**src/rtl/branch_redirect_unit_if.sv**
```systemverilog
`default_nettype none
// ============================================================================
// Module   : branch_redirect_unit_if
// Brief    : Stall/flush, Decode prediction, Memory resolution and counter bus
// Revision : 1.0
// ============================================================================
interface branch_redirect_unit_if #(
    parameter int CNT_WIDTH = 32
);
    logic                 stallE;
    logic                 stallM;
    logic                 flushE;
    logic                 flushM;
    logic                 branchD;
    logic                 pred_takeD;
    logic [31:0]          pc_plus4D;
    logic [31:0]          branch_targetD;
    logic                 actual_takeM;
    logic                 pred_redirectD;
    logic [31:0]          pred_targetD;
    logic                 mispredM;
    logic [31:0]          recover_pcM;
    logic                 flush_mispred;
    logic [CNT_WIDTH-1:0] branch_cnt;
    logic [CNT_WIDTH-1:0] mispred_cnt;

    modport slave (
        input  stallE, stallM, flushE, flushM, branchD, pred_takeD,
               pc_plus4D, branch_targetD, actual_takeM,
        output pred_redirectD, pred_targetD, mispredM, recover_pcM,
               flush_mispred, branch_cnt, mispred_cnt
    );

    modport master (
        output stallE, stallM, flushE, flushM, branchD, pred_takeD,
               pc_plus4D, branch_targetD, actual_takeM,
        input  pred_redirectD, pred_targetD, mispredM, recover_pcM,
               flush_mispred, branch_cnt, mispred_cnt
    );
endinterface
`default_nettype wire

```
**src/rtl/branch_redirect_unit.sv**
```systemverilog
`default_nettype none
// ============================================================================
// Module   : branch_redirect_unit
// Brief    : Decode-stage predicted redirect, Memory-stage mispredict recovery
//            and retired/mispredicted branch performance counters
// Revision : 1.0
// ============================================================================
module branch_redirect_unit #(
    parameter int CNT_WIDTH = 32
) (
    input  wire                    clk,
    input  wire                    rst,
    branch_redirect_unit_if.slave  bus
);

    typedef struct packed {
        logic        validBr;
        logic        pred;
        logic [31:0] pcPlus4;
        logic [31:0] target;
    } stageRec_t;

    localparam logic [CNT_WIDTH-1:0] c_cntOne = {{(CNT_WIDTH-1){1'b0}}, 1'b1};

    stageRec_t            r_recE;
    stageRec_t            r_recM;
    logic [CNT_WIDTH-1:0] r_branchCnt;
    logic [CNT_WIDTH-1:0] r_mispredCnt;
    logic                 w_mispredM;
    logic                 w_retireM;

    // A stalled M branch neither recovers nor retires until it can leave M.
    assign w_retireM  = r_recM.validBr & ~bus.stallM;
    assign w_mispredM = w_retireM & (r_recM.pred != bus.actual_takeM);

    always_ff @(posedge clk or posedge rst) begin
        if (rst) begin
            r_recE       <= '0;
            r_recM       <= '0;
            r_branchCnt  <= '0;
            r_mispredCnt <= '0;
        end else begin
            // Clears win over stalls so a recovery always squashes younger work.
            if (bus.flushE || w_mispredM) begin
                r_recE <= '0;
            end else if (!bus.stallE) begin
                r_recE <= '{bus.branchD, bus.pred_takeD, bus.pc_plus4D, bus.branch_targetD};
            end

            if (bus.flushM || w_mispredM) begin
                r_recM <= '0;
            end else if (!bus.stallM) begin
                r_recM <= r_recE;
            end

            if (w_retireM) begin
                r_branchCnt <= r_branchCnt + c_cntOne;
                if (w_mispredM) begin
                    r_mispredCnt <= r_mispredCnt + c_cntOne;
                end
            end
        end
    end

    assign bus.pred_redirectD = bus.pred_takeD & ~w_mispredM;
    assign bus.pred_targetD   = bus.branch_targetD;
    assign bus.mispredM       = w_mispredM;
    assign bus.flush_mispred  = w_mispredM;
    assign bus.recover_pcM    = bus.actual_takeM ? r_recM.target : r_recM.pcPlus4;
    assign bus.branch_cnt     = r_branchCnt;
    assign bus.mispred_cnt    = r_mispredCnt;

endmodule
`default_nettype wire

```
**src/flat_wrapper.sv**
```systemverilog
// flat-port wrapper written by rule: the top's interface ports become plain ports
module branch_redirect_unit_flat 
#(
    parameter int CNT_WIDTH = 32
)
  (clk, rst, bus_stallE, bus_stallM, bus_flushE, bus_flushM, bus_branchD, bus_pred_takeD, bus_pc_plus4D, bus_branch_targetD, bus_actual_takeM, bus_pred_redirectD, bus_pred_targetD, bus_mispredM, bus_recover_pcM, bus_flush_mispred, bus_branch_cnt, bus_mispred_cnt);
  branch_redirect_unit_if #(.CNT_WIDTH(CNT_WIDTH)) bus_i ();
  input  wire clk;
  input  wire rst;
  input wire logic [$bits(bus_i.stallE)-1:0] bus_stallE;
  input wire logic [$bits(bus_i.stallM)-1:0] bus_stallM;
  input wire logic [$bits(bus_i.flushE)-1:0] bus_flushE;
  input wire logic [$bits(bus_i.flushM)-1:0] bus_flushM;
  input wire logic [$bits(bus_i.branchD)-1:0] bus_branchD;
  input wire logic [$bits(bus_i.pred_takeD)-1:0] bus_pred_takeD;
  input wire logic [$bits(bus_i.pc_plus4D)-1:0] bus_pc_plus4D;
  input wire logic [$bits(bus_i.branch_targetD)-1:0] bus_branch_targetD;
  input wire logic [$bits(bus_i.actual_takeM)-1:0] bus_actual_takeM;
  output wire logic [$bits(bus_i.pred_redirectD)-1:0] bus_pred_redirectD;
  output wire logic [$bits(bus_i.pred_targetD)-1:0] bus_pred_targetD;
  output wire logic [$bits(bus_i.mispredM)-1:0] bus_mispredM;
  output wire logic [$bits(bus_i.recover_pcM)-1:0] bus_recover_pcM;
  output wire logic [$bits(bus_i.flush_mispred)-1:0] bus_flush_mispred;
  output wire logic [$bits(bus_i.branch_cnt)-1:0] bus_branch_cnt;
  output wire logic [$bits(bus_i.mispred_cnt)-1:0] bus_mispred_cnt;
  assign bus_i.stallE = bus_stallE;
  assign bus_i.stallM = bus_stallM;
  assign bus_i.flushE = bus_flushE;
  assign bus_i.flushM = bus_flushM;
  assign bus_i.branchD = bus_branchD;
  assign bus_i.pred_takeD = bus_pred_takeD;
  assign bus_i.pc_plus4D = bus_pc_plus4D;
  assign bus_i.branch_targetD = bus_branch_targetD;
  assign bus_i.actual_takeM = bus_actual_takeM;
  assign bus_pred_redirectD = bus_i.pred_redirectD;
  assign bus_pred_targetD = bus_i.pred_targetD;
  assign bus_mispredM = bus_i.mispredM;
  assign bus_recover_pcM = bus_i.recover_pcM;
  assign bus_flush_mispred = bus_i.flush_mispred;
  assign bus_branch_cnt = bus_i.branch_cnt;
  assign bus_mispred_cnt = bus_i.mispred_cnt;
  branch_redirect_unit #(.CNT_WIDTH(CNT_WIDTH)) u_core (.clk(clk), .rst(rst), .bus(bus_i));
endmodule
```
**config.mk**
```make
export PLATFORM = sky130hd
export DESIGN_NAME = branch_redirect_unit_flat
export DESIGN_NICKNAME = d
export VERILOG_FILES = /design/src/rtl/branch_redirect_unit_if.sv /design/src/rtl/branch_redirect_unit.sv /design/src/flat_wrapper.sv
export SDC_FILE = /design/constraint.sdc
export NUM_CORES = 1
export LEC_CHECK = 0
export CORE_ASPECT_RATIO = 0.9
export CORE_MARGIN = 8
export CORE_UTILIZATION = 50
export CTS_CLUSTER_DIAMETER = 40
export CTS_CLUSTER_SIZE = 40
export DETAILED_ROUTE_END_ITERATION = 6
export GPL_ROUTABILITY_DRIVEN = 0
export GPL_TIMING_DRIVEN = 0
export MAX_ROUTING_LAYER = met4
export PLACE_DENSITY = 0.81
export RECOVER_POWER = 25
export SYNTH_ARGS = -nofsm -noshare
export SYNTH_HDL_FRONTEND = slang
export SYNTH_SLANG_ARGS = --single-unit
```
**constraint.sdc**
```tcl
create_clock -name clk -period 7.6 [get_ports clk]
set_input_delay 1.52 -clock clk [delete_from_list [all_inputs] [get_ports clk]]
set_output_delay 1.52 -clock clk [all_outputs]
set_load 0.005 [all_outputs]
```
# Yosys cells after proc, flatten, opt, wreduce, memory -nomap -nowiden
# Cells that the tools add are included.
[word_totals] out_inout_bits=131 input_bits=73 reg_bits=196 elab_cells=28
[op_classes] n_reduce_logical=3 eq_ne=3 n_bitwise=5 muxes=5 addsub=2
[ops] op="$mux 66" count=4
[ops] op="$add 32x1->32 const B" count=2
[ops] op="$mux 32" count=1
[ops] op="$ne 2x1->1 const B" count=2
[ops] op="$and 1x1->1" count=3
[ops] op="$logic_or 1x1->1" count=2
[ops] op="$not 1->1" count=2
[ops] op="$reduce_and 2->1" count=1
[ops] op="$ne 1x1->1" count=1

# Longest topological paths before layout
# Gate-level depths: netlist of the first run.
[logic_depth] depth_word=5 ltp_mapped=7 depth_no_buf=6

# Least setup slack after synthesis of the first run
# OpenSTA, ideal clock, no wires.
[synth_timing] kind="input to output" startpoint="input port bus_actual_takeM" endpoint="output port bus_recover_pcM[10]" t_arrival_ns=2.397 setup_slack_ns=3.683 cell_stages=3 n_path_buf=2 required_ns=6.080 path_cell_list="buf_2 > buf_1 > mux2_2"
[synth_via] elab_chain_cells=1
[synth_rtl] item="from (decl)" line="flat_wrapper.sv:18" source="input wire logic [$bits(bus_i.actual_takeM)-1:0] bus_actual_takeM;"
[synth_rtl] item="$mux 32" line="branch_redirect_unit.sv:69" source="assign bus.recover_pcM = bus.actual_takeM ? r_recM.target : r_recM.pcPlus4;"
[synth_rtl] item="to (decl)" line="flat_wrapper.sv:22" source="output wire logic [$bits(bus_i.recover_pcM)-1:0] bus_recover_pcM;"
# No other way between the ends.

# Worst setup path in the final report of the first run
[layout_timing] startpoint="input port bus_actual_takeM" endpoint="output port bus_mispredM"
[layout_via] elab_chain_cells=2
[layout_rtl] item="$ne 1x1->1" line="branch_redirect_unit.sv:34" source="assign w_mispredM = w_retireM & (r_recM.pred != bus.actual_takeM);"
[layout_rtl] item="$and 1x1->1" line="branch_redirect_unit.sv:34"
[layout_rtl] item="to (decl)" line="flat_wrapper.sv:21" source="output wire logic [$bits(bus_i.mispredM)-1:0] bus_mispredM;"
# No other way between the ends.

==> impl_results.md, run 1 <==
- H-tree depth: 4
- Most used DFF post-synth: dfrtp_1
- Initial antenna violation count: 2
- Slew headroom: -150%
- Critical path launch point type: primary input
- HP Class: reg2reg
- Clock buffer depth: 2
- Achievable Freq: 202 MHz
- CTS Buf Count: 17
- GR Util All Layers: 20.0%
- Clk_lat worst skew: 430 ps
- Starting Density: 50.6%
- Max Cap Viol: 1
- Clock Skew: 7.45 ps
- Clock Power Share: 38.6%
- Share of cells above drive strength 1: 11.6%
- Kind of critical path: in2out
- Area of the die: 22200 µm²
- Syn Nets: 825
- Post-CTS sizing: 0
- Power Internal: 0.00169 W
- Pleak: 5.61 nW
- FF-to-FF setup slack: 5020 ps
- Post-synth ARST share: 100%
- Die W: 156 µm
- Clock slew seen by the registers of the worst setup and hold paths: 70 ps
- Status: finished with violations
- Pwr dens: 193 nW/µm²
- Critical path required time: 6080 ps
- Post-route design area: 11700 µm²
- Commonest non-fill, non-tap cell in the layout: clkdlybuf4s50_1
- First-pass GRT wire length: 33.9 mm
- Routed Antenna Nets: 0
- Synthesized area per cell: 11.8 µm²
- Fin nets: 1045
- Fillers: 1366
- Area growth, synth to finish: 32.0%
- Number of DRC markers in iteration 0: 312
- Worst Reg-to-Reg Cells: 5
- Count of input and output buffers: 200
- Setup bufs post-CTS: 0
- Switching share of power: 25.1%
- Endpoints failing setup: 0
- Hold Path End: u_core.bus.branch_cnt[31]
- Vias per Instance: 5.05
- Max-slew violations: 85
- I/O pin count: 204
- Fin. Hold Viols: 0
- #FFs+latches synth: 196
- CTS tree: built
- Endpoint class of the critical path: output pin
- Placed cell areas: 11200 µm²
- Final wirelength: 21.2 mm
- Cell taking the most area after synthesis: dfrtp_1
- Worst-Margin Slew: 3730 ps
- Routed WL per cell: 17.3 µm
- Via Count: 6188
- Register area: 4900 µm²
- Worst hold slack: 475 ps
- Global route total overflow: 0
- Sequential Power Share: 49.6%
- Highest-count cells in the layout ignoring fill and taps: clkdlybuf4s50_1, dfrtp_1, nor2_1
- DRC: 0
- NetSw: 0.000566 W
- Clock root buffer: clkbuf_16
- Post-synth EDFFs: 0
- Worst flop-to-flop path startpoint: u_core.bus.branch_cnt[4]
- Largest net degree at the start of global routing: 113
- Top post-synthesis cells by area: dfrtp_1, mux2i_1, nor2_1, mux2_2, xnor2_1
- Post-CTS Hold Buffers: 0
- Failing checks: max-capacitance violations, max-slew violations
- Hold depth: 1
- Final setup TNS: 0 ps
- Share of the synthesized area in the top cell type: 55.6%
- Mapped Cells: 750
- Worst Path Arrival: 3430 ps
- Comb power frac: 11.8%
- Reg-to-Reg End: u_core.bus.branch_cnt[27]
- Multi-input gate area: 3430 µm²
- Post-synthesis sequential area ratio: 55.6%
- Pre-CTS setup slack: 2850 ps
- Mapped cell area: 8830 µm²
- Pre-antenna DRT Iters: 6
- Hold_sp: u_core.bus.branch_cnt[31]
- CTS Sinks: 196
- Final period util: 65.1%
- Core Region: 17400 µm²
- Fin worst setup slack: 2650 ps
- DP HPWL: 15.4 mm
- Maximum vdd drop: 0.140 mV
- CP Max Fanout: 6
- Synth cell types: 32
- Die Y: 142 µm
- Vias in the first global route: 6480
- YS warnings: 0
- Rows: 46
- RSZ-0062 raised after global routing: false
- Crit path time final: 4950 ps
## final cells by class
type                    instances  share of cell area (%)
well taps                     240                    2.58
diodes                          2                  0.0429
clock buffers                  20                    4.00
inverters                       3                   0.107
plain buffers                  68                    3.36
flip-flops and latches        196                    42.1
clock inverters                12                   0.988
repair buffers                201                    17.4
multi-input cells             483                    29.4
## registers in the layout, indices dropped and copies added (netlist names)
signal and cells:
u_core.bus.branch_cnt 32, u_core.r_recE 66, u_core.bus.mispred_cnt 32, u_core.r_recM 66
## per-layer routing
| layer | wire length [µm] | up-vias | global-route usage (%) |
|---|---|---|---|
| met2 | 10100 | 173 | 31.4 |
| met3 | 1400 | 19 | 4.89 |
| met4 | 239 | 0 | 5.71 |
| met1 | 9480 | 3057 | 25.5 |
| li1 | - | 2939 | - |
| met5 | 0 | - | - |
## cells by family (layout without fill, tap and decap cells)
| group | count (synthesis) | after routing | share of synthesized area [%] |
|---|---|---|---|
| simple gates | 253 | 253 | 14.0 |
| flops | 196 | 196 | 55.6 |
| xor+xnor | 63 | 63 | 6.34 |
| fa+ha+maj | 2 | 2 | 0.283 |
| buf+inv | 71 | 304 | 4.62 |
| other cells | 0 | 2 | 0 |
| mux | 165 | 165 | 19.2 |
## Yosys cell counts, types with 2 or more instances
master and count:
mux2_2 33, nor3_1 2, ha_1 2, nor2_1 149, inv_1 3, nand4b_1 2, and4_1 4, nand2_1 23
buf_2 14, dfrtp_1 196, and2_1 3, mux2i_1 132, clkbuf_1 10, buf_1 11, and3_1 12, nor4_4 3
nand3_1 26, xnor2_1 41, nand4_1 15, buf_4 33, nand4_2 2, nand2b_1 4, xor2_1 21
## power groups by stage
stage / clock network, W / logic [W] / registers, W
final: 0.000871 / 0.000266 / 0.00112
after global routing: 0.000933 / 0.000293 / 0.00112
after CTS: 0.000890 / 0.000276 / 0.00112
after detailed placement: 0 / 0.000275 / 0.00114
after global placement: 0 / 0.000266 / 0.00114
after floorplan: 0 / 0.000140 / 0.00113
## critical path: stages
cell             delay, ps
clkbuf_1               370
xor2_1                 370
nand2_1                270
inv_1                  250
buf_4                  150
clkdlybuf4s50_1        490
## stage by stage
stage,cells,utilization (%),total power (W)
floorplan,750,-,0.00127
global placement,1190,63.8,0.00140
detailed placement,1191,64.0,0.00141
CTS,1223,67.4,0.00228
global route,1225,66.8,0.00235
finish,1225,66.8,0.00225
## worst max path at each step
stage	startpoint	to	slack, ps	depth (start not counted)
global route	bus_actual_takeM	bus_mispredM	2460	6
CTS	bus_actual_takeM	bus_recover_pcM[5]	2860	4
finish	bus_actual_takeM	bus_mispredM	2650	6
detailed placement	bus_actual_takeM	bus_recover_pcM[5]	2850	4
floorplan	rst	u_core.bus.branch_cnt[0]	740	1
global placement	rst	u_core.r_recE[54]	-1770	2
Note: power is estimated with default switching activity, not from simulation.
==> inputs of run 2 (changes only) <==
clock period = 4.9 ns   (was 7.6 ns; I/O delays follow)
==> run 2 against run 1 <==
Compared with the run above: the run still ends with max-capacitance violations, max-slew violations left; worst hold slack hardly changed; combinational power up 56%; global-route usage decreased by 0.18 points; die area unchanged; via count rose by 0.55%; power up 56%; non-clock buffer count grew 3; clock skew down 1.2 ps; core utilization rose by 0.17 points; critical path type unchanged.
==> impl_results.md, run 2 (synthesized netlist as in run 1, its figures left out) <==
- Status: finished with violations
- Failing checks: max-capacitance violations, max-slew violations
- Core Util, Final: 67.0%
- Post-CTS sizing: 0
- Final wirelength: 21.1 mm
- Max-slew violations: 43
- Initial antenna violation count: 2
- Final setup TNS: 0 ps
- Pleak: 5.62 nW
- CP delay by family, top: buffers and inverters
- Highest-count cells in the layout ignoring fill and taps: clkdlybuf4s50_1, dfrtp_1, nor2_1
- Crit-path cells: clkbuf_1 > xor2_1 > nand2_1 > inv_1 > buf_4 > clkdlybuf4s50_1
- Number of cells on the critical path: 6
- Fin nets: 1048
- Largest regs: u_core.r_recE: 66 flops, u_core.r_recM: 66 flops
- CTS Buf Count: 17
- Starting Density: 50.6%
- Fin. Hold Viols: 0
- Clock root buffer: clkbuf_16
- Global route total overflow: 0
- Worst Path Arrival: 2900 ps
- GR Util All Layers: 19.8%
- Slowest CP cell: clkdlybuf4s50_1
- DP HPWL: 15.6 mm
- Critical path launch point type: primary input
- Via Count: 6222
- Clock Skew: 6.30 ps
- Critical path required time: 3920 ps
- Area of the die: 22200 µm²
- Pre-antenna DRT Iters: 6
- Pwr dens: 302 nW/µm²
- First-pass GRT wire length: 33.6 mm
- Max Cap Viol: 1
- Core Region: 17400 µm²
- Post-CTS Hold Buffers: 0
- Endpoint class of the critical path: output pin
- RSZ-0062 raised after global routing: false
- Worst setup path end: bus_mispredM
- Kind of critical path: in2out
- Largest net degree at the start of global routing: 44
- Vias in the first global route: 6432
- CP Max Fanout: 6
- Die Y: 142 µm
- Crit path time final: 3880 ps
- Setup bufs post-CTS: 0
- Commonest non-fill, non-tap cell in the layout: clkdlybuf4s50_1
- DRC: 0
- CTS tree: built
- Endpoints failing setup: 0
- Worst Reg-to-Reg Cells: 5
- Reg-to-Reg End: u_core.bus.branch_cnt[29]
- Routed Antenna Nets: 0
- Clk_lat worst skew: 430 ps
- Worst flop-to-flop path startpoint: u_core.bus.branch_cnt[2]
- Worst-Margin Slew: 1810 ps
- CP peak stage delay: 490 ps
- Final period util: 79.1%
- Clock buffer depth: 2
- Die W: 156 µm
- Rows: 46
- CP bufs+invs: 4
- FF-to-FF setup slack: 2400 ps
- Worst Setup SP: bus_actual_takeM
- Number of DRC markers in iteration 0: 303
- CTS Sinks: 196
- Slew headroom: -21.6%
- Vias per Instance: 5.07
- Achievable Freq: 258 MHz
- Count of input and output buffers: 200
- I/O pin count: 204
- H-tree depth: 4
- Share of cells above drive strength 1: 11.7%
- HP Class: reg2reg
- Area growth, synth to finish: 32.4%
- Routed WL per cell: 17.2 µm
- Maximum vdd drop: 0.224 mV
- Clock slew seen by the registers of the worst setup and hold paths: 70 ps
run 2: cell types whose count changed in the layout (fill, tap and decap cells not counted), sizes merged:
cell / before / now
clkinv: 6 / 3
bufinv: 0 / 1
buf: 55 / 58
inv: 6 / 10
clkbuf: 34 / 32
run 2: metal layers:
layer	part of all wire [%]	wire (µm)	up-vias	track usage [%]
met1	44	9330	3090	24.5
li1	-	-	2960	-
met4	0.84	178	0	5.61
met5	0	0	-	-
met3	6.3	1330	12	4.95
met2	49	10300	160	32.0
run 2: how the worst min path moves through the flow:
stage	startpoint	endpoint	depth (start not counted)
finish	u_core.bus.mispred_cnt[31]	u_core.bus.mispred_cnt[31]	1
global route	u_core.bus.mispred_cnt[31]	u_core.bus.mispred_cnt[31]	1
CTS	u_core.bus.mispred_cnt[31]	u_core.bus.mispred_cnt[31]	1
detailed placement	u_core.bus.mispred_cnt[31]	u_core.bus.mispred_cnt[31]	1
global placement	u_core.bus.mispred_cnt[31]	u_core.bus.mispred_cnt[31]	1
floorplan	u_core.bus.mispred_cnt[31]	u_core.bus.mispred_cnt[31]	1
run 2: cell type report:
class / instances / area [µm²]
sequential: 196 / 4900
tap: 240 / 300
fill: 1363 / 5750
inverter: 3 / 12.5
clock inverter: 14 / 140
buffer: 68 / 392
timing repair buffer: 204 / 2080
antenna: 2 / 5.00
clock buffer: 18 / 439
multi-input combinational: 483 / 3410
run 2: through the flow:
stage	std cells	area (µm²)	setup WS (ps)	total power (W)	hold WS, ps
finish	1228	11700	1020	0.00353	475
global route	1228	11700	880	0.00367	500
CTS	1226	11800	1250	0.00358	476
detailed placement	1194	11200	1260	0.00219	461
global placement	1190	11100	-142	0.00218	459
floorplan	750	8830	1390	0.00197	465
run 2: power by group:
| group | switching [W] | internal [W] |
|---|---|---|
| Combinational | 0.000186 | 0.000230 |
| Sequential | 0.0000506 | 0.00168 |
| Clock | 0.000646 | 0.000731 |
==> inputs of run 3 (changes only) <==
clock period = 3.82 ns   (was 4.9 ns; I/O delays follow)
==> run 3 against run 2 <==
Compared with the run above: the run still ends with max-capacitance violations, max-slew violations left; clock power up 28%; global-route usage is the same; die area stayed put; sequential cell count unchanged; core utilization about the same; power is 28% higher; register-to-register slack got worse by 1100 ps; critical path type unchanged; critical endpoint unchanged; highest routed layer unchanged.
==> impl_results.md, run 3 (synthesized netlist as in run 1, its figures left out) <==
- Largest net degree at the start of global routing: 44
- DP HPWL: 15.6 mm
- H-tree depth: 4
- Kind of critical path: in2out
- Clk_lat worst skew: 430 ps
- First-pass GRT wire length: 33.6 mm
- Initial antenna violation count: 2
- I/O pin count: 204
- Crit-path cells: buf_2 > xor2_1 > nand2_1 > inv_1 > buf_4 > clkdlybuf4s50_1
- Pleak: 5.63 nW
- Rows: 46
- Critical path launch point type: primary input
- Status: finished with violations
- Endpoint class of the critical path: output pin
- HP Class: reg2reg
- Slowest CP cell: clkdlybuf4s50_1
- Via Count: 6222
- Failing checks: max-capacitance violations, max-slew violations
- Area growth, synth to finish: 32.4%
- Number of DRC markers in iteration 0: 303
- Post-CTS sizing: 0
- Maximum vdd drop: 0.287 mV
- Clock Skew: 6.30 ps
- Share of cells above drive strength 1: 11.8%
- Total power draw: 0.00452 W
- Core Region: 17400 µm²
- Worst Reg-to-Reg Cells: 5
- CP peak stage delay: 490 ps
- Max Cap Viol: 1
- Starting Density: 50.6%
- Worst-Margin Slew: 1810 ps
- Placed cell areas: 11200 µm²
- Final period util: 85.9%
- Crit path time final: 3280 ps
- RSZ-0062 raised after global routing: false
- Count of input and output buffers: 200
- Fin nets: 1048
- Clock root buffer: clkbuf_16
- Die Y: 142 µm
- Hold depth: 1
- Post-CTS Hold Buffers: 0
- Worst Path Arrival: 2520 ps
- Fin. Hold Viols: 0
- Clock buffer depth: 2
- Pwr dens: 387 nW/µm²
- Achievable Freq: 305 MHz
- Fillers: 1363
- Vias per Instance: 5.07
- CTS tree: built
- Critical path required time: 3060 ps
- DRC: 0
- Max-slew violations: 43
- Area of the die: 22200 µm²
- Final setup TNS: 0 ps
- Largest regs: u_core.r_recE: 66 flops, u_core.r_recM: 66 flops
- Slew headroom: -21.6%
- CP Max Fanout: 6
- Final wirelength: 21.1 mm
- Commonest non-fill, non-tap cell in the layout: clkdlybuf4s50_1
- Setup bufs post-CTS: 0
- Routed Antenna Nets: 0
- Routed WL per cell: 17.2 µm
- Global route total overflow: 0
- Clock slew seen by the registers of the worst setup and hold paths: 70 ps
- Vias in the first global route: 6432
- Die W: 156 µm
- CTS Sinks: 196
- Pre-antenna DRT Iters: 4
- Core Util, Final: 67.0%
- CTS Buf Count: 17
- GR Util All Layers: 19.8%
- Post-route design area: 11700 µm²
- Highest-count cells in the layout ignoring fill and taps: clkdlybuf4s50_1, dfrtp_1, nor2_1
- Endpoints failing setup: 0
## run 3: cell count changes in the layout (fill, tap and decap cells not counted)
cell / change
buf_2: +1
clkbuf_1: -1
## run 3: area by class of cell
type                       instances  area [µm²]  area share [%]
buffer                            68         393            3.36
timing repair buffer             204        2080            17.8
inverter                           3        12.5           0.107
sequential                       196        4900            42.0
multi-input combinational        483        3410            29.2
clock inverter                    14         140            1.20
tap                              240         300            2.57
antenna                            2        5.00          0.0428
clock buffer                      18         439            3.76
## run 3: path summary, 6_finish.rpt
check	from	end	slack, ps
setup / recovery	bus_actual_takeM	bus_mispredM	540
hold / removal	u_core.bus.mispred_cnt[31]	u_core.bus.mispred_cnt[31]	470
setup reg to reg	u_core.bus.branch_cnt[2]	u_core.bus.branch_cnt[29]	1320
hold reg to reg	u_core.bus.mispred_cnt[31]	u_core.bus.mispred_cnt[31]	470
max in group asynchronous	rst	u_core.r_recE[52]	1160
min in group asynchronous	rst	u_core.bus.branch_cnt[12]	1240
## run 3: where the power goes
part           total [W]  switching, W  internal [W]  leakage (nW)
Clock            0.00177      0.000829      0.000937         0.281
Combinational   0.000533      0.000238      0.000295          2.67
Sequential       0.00222     0.0000648       0.00216          2.67
Total            0.00452       0.00113       0.00339          5.63
## run 3: layer usage
metal / GRT usage [%] / vias up / part of all wire [%]
li1: - / 2959 / -
met1: 24.5 / 3090 / 44
met2: 32.0 / 161 / 49
met3: 4.95 / 12 / 6.4
met4: 5.61 / 0 / 0.84
met5: - / - / 0
## run 3: metrics by stage
stage / setup WS, ps / instances / hold WS [ps]
floorplan: 524 / 750 / 465
global placement: -1010 / 1190 / 459
detailed placement: 613 / 1194 / 461
CTS: 607 / 1226 / 476
global route: 423 / 1228 / 500
finish: 540 / 1228 / 475
## run 3: worst max-delay path, delay by kind of cell
| kind | cells | cell delay (ps) |
|---|---|---|
| buf+inv | 4 | 1080 |
| xor+xnor | 1 | 370 |
| simple gates | 1 | 290 |
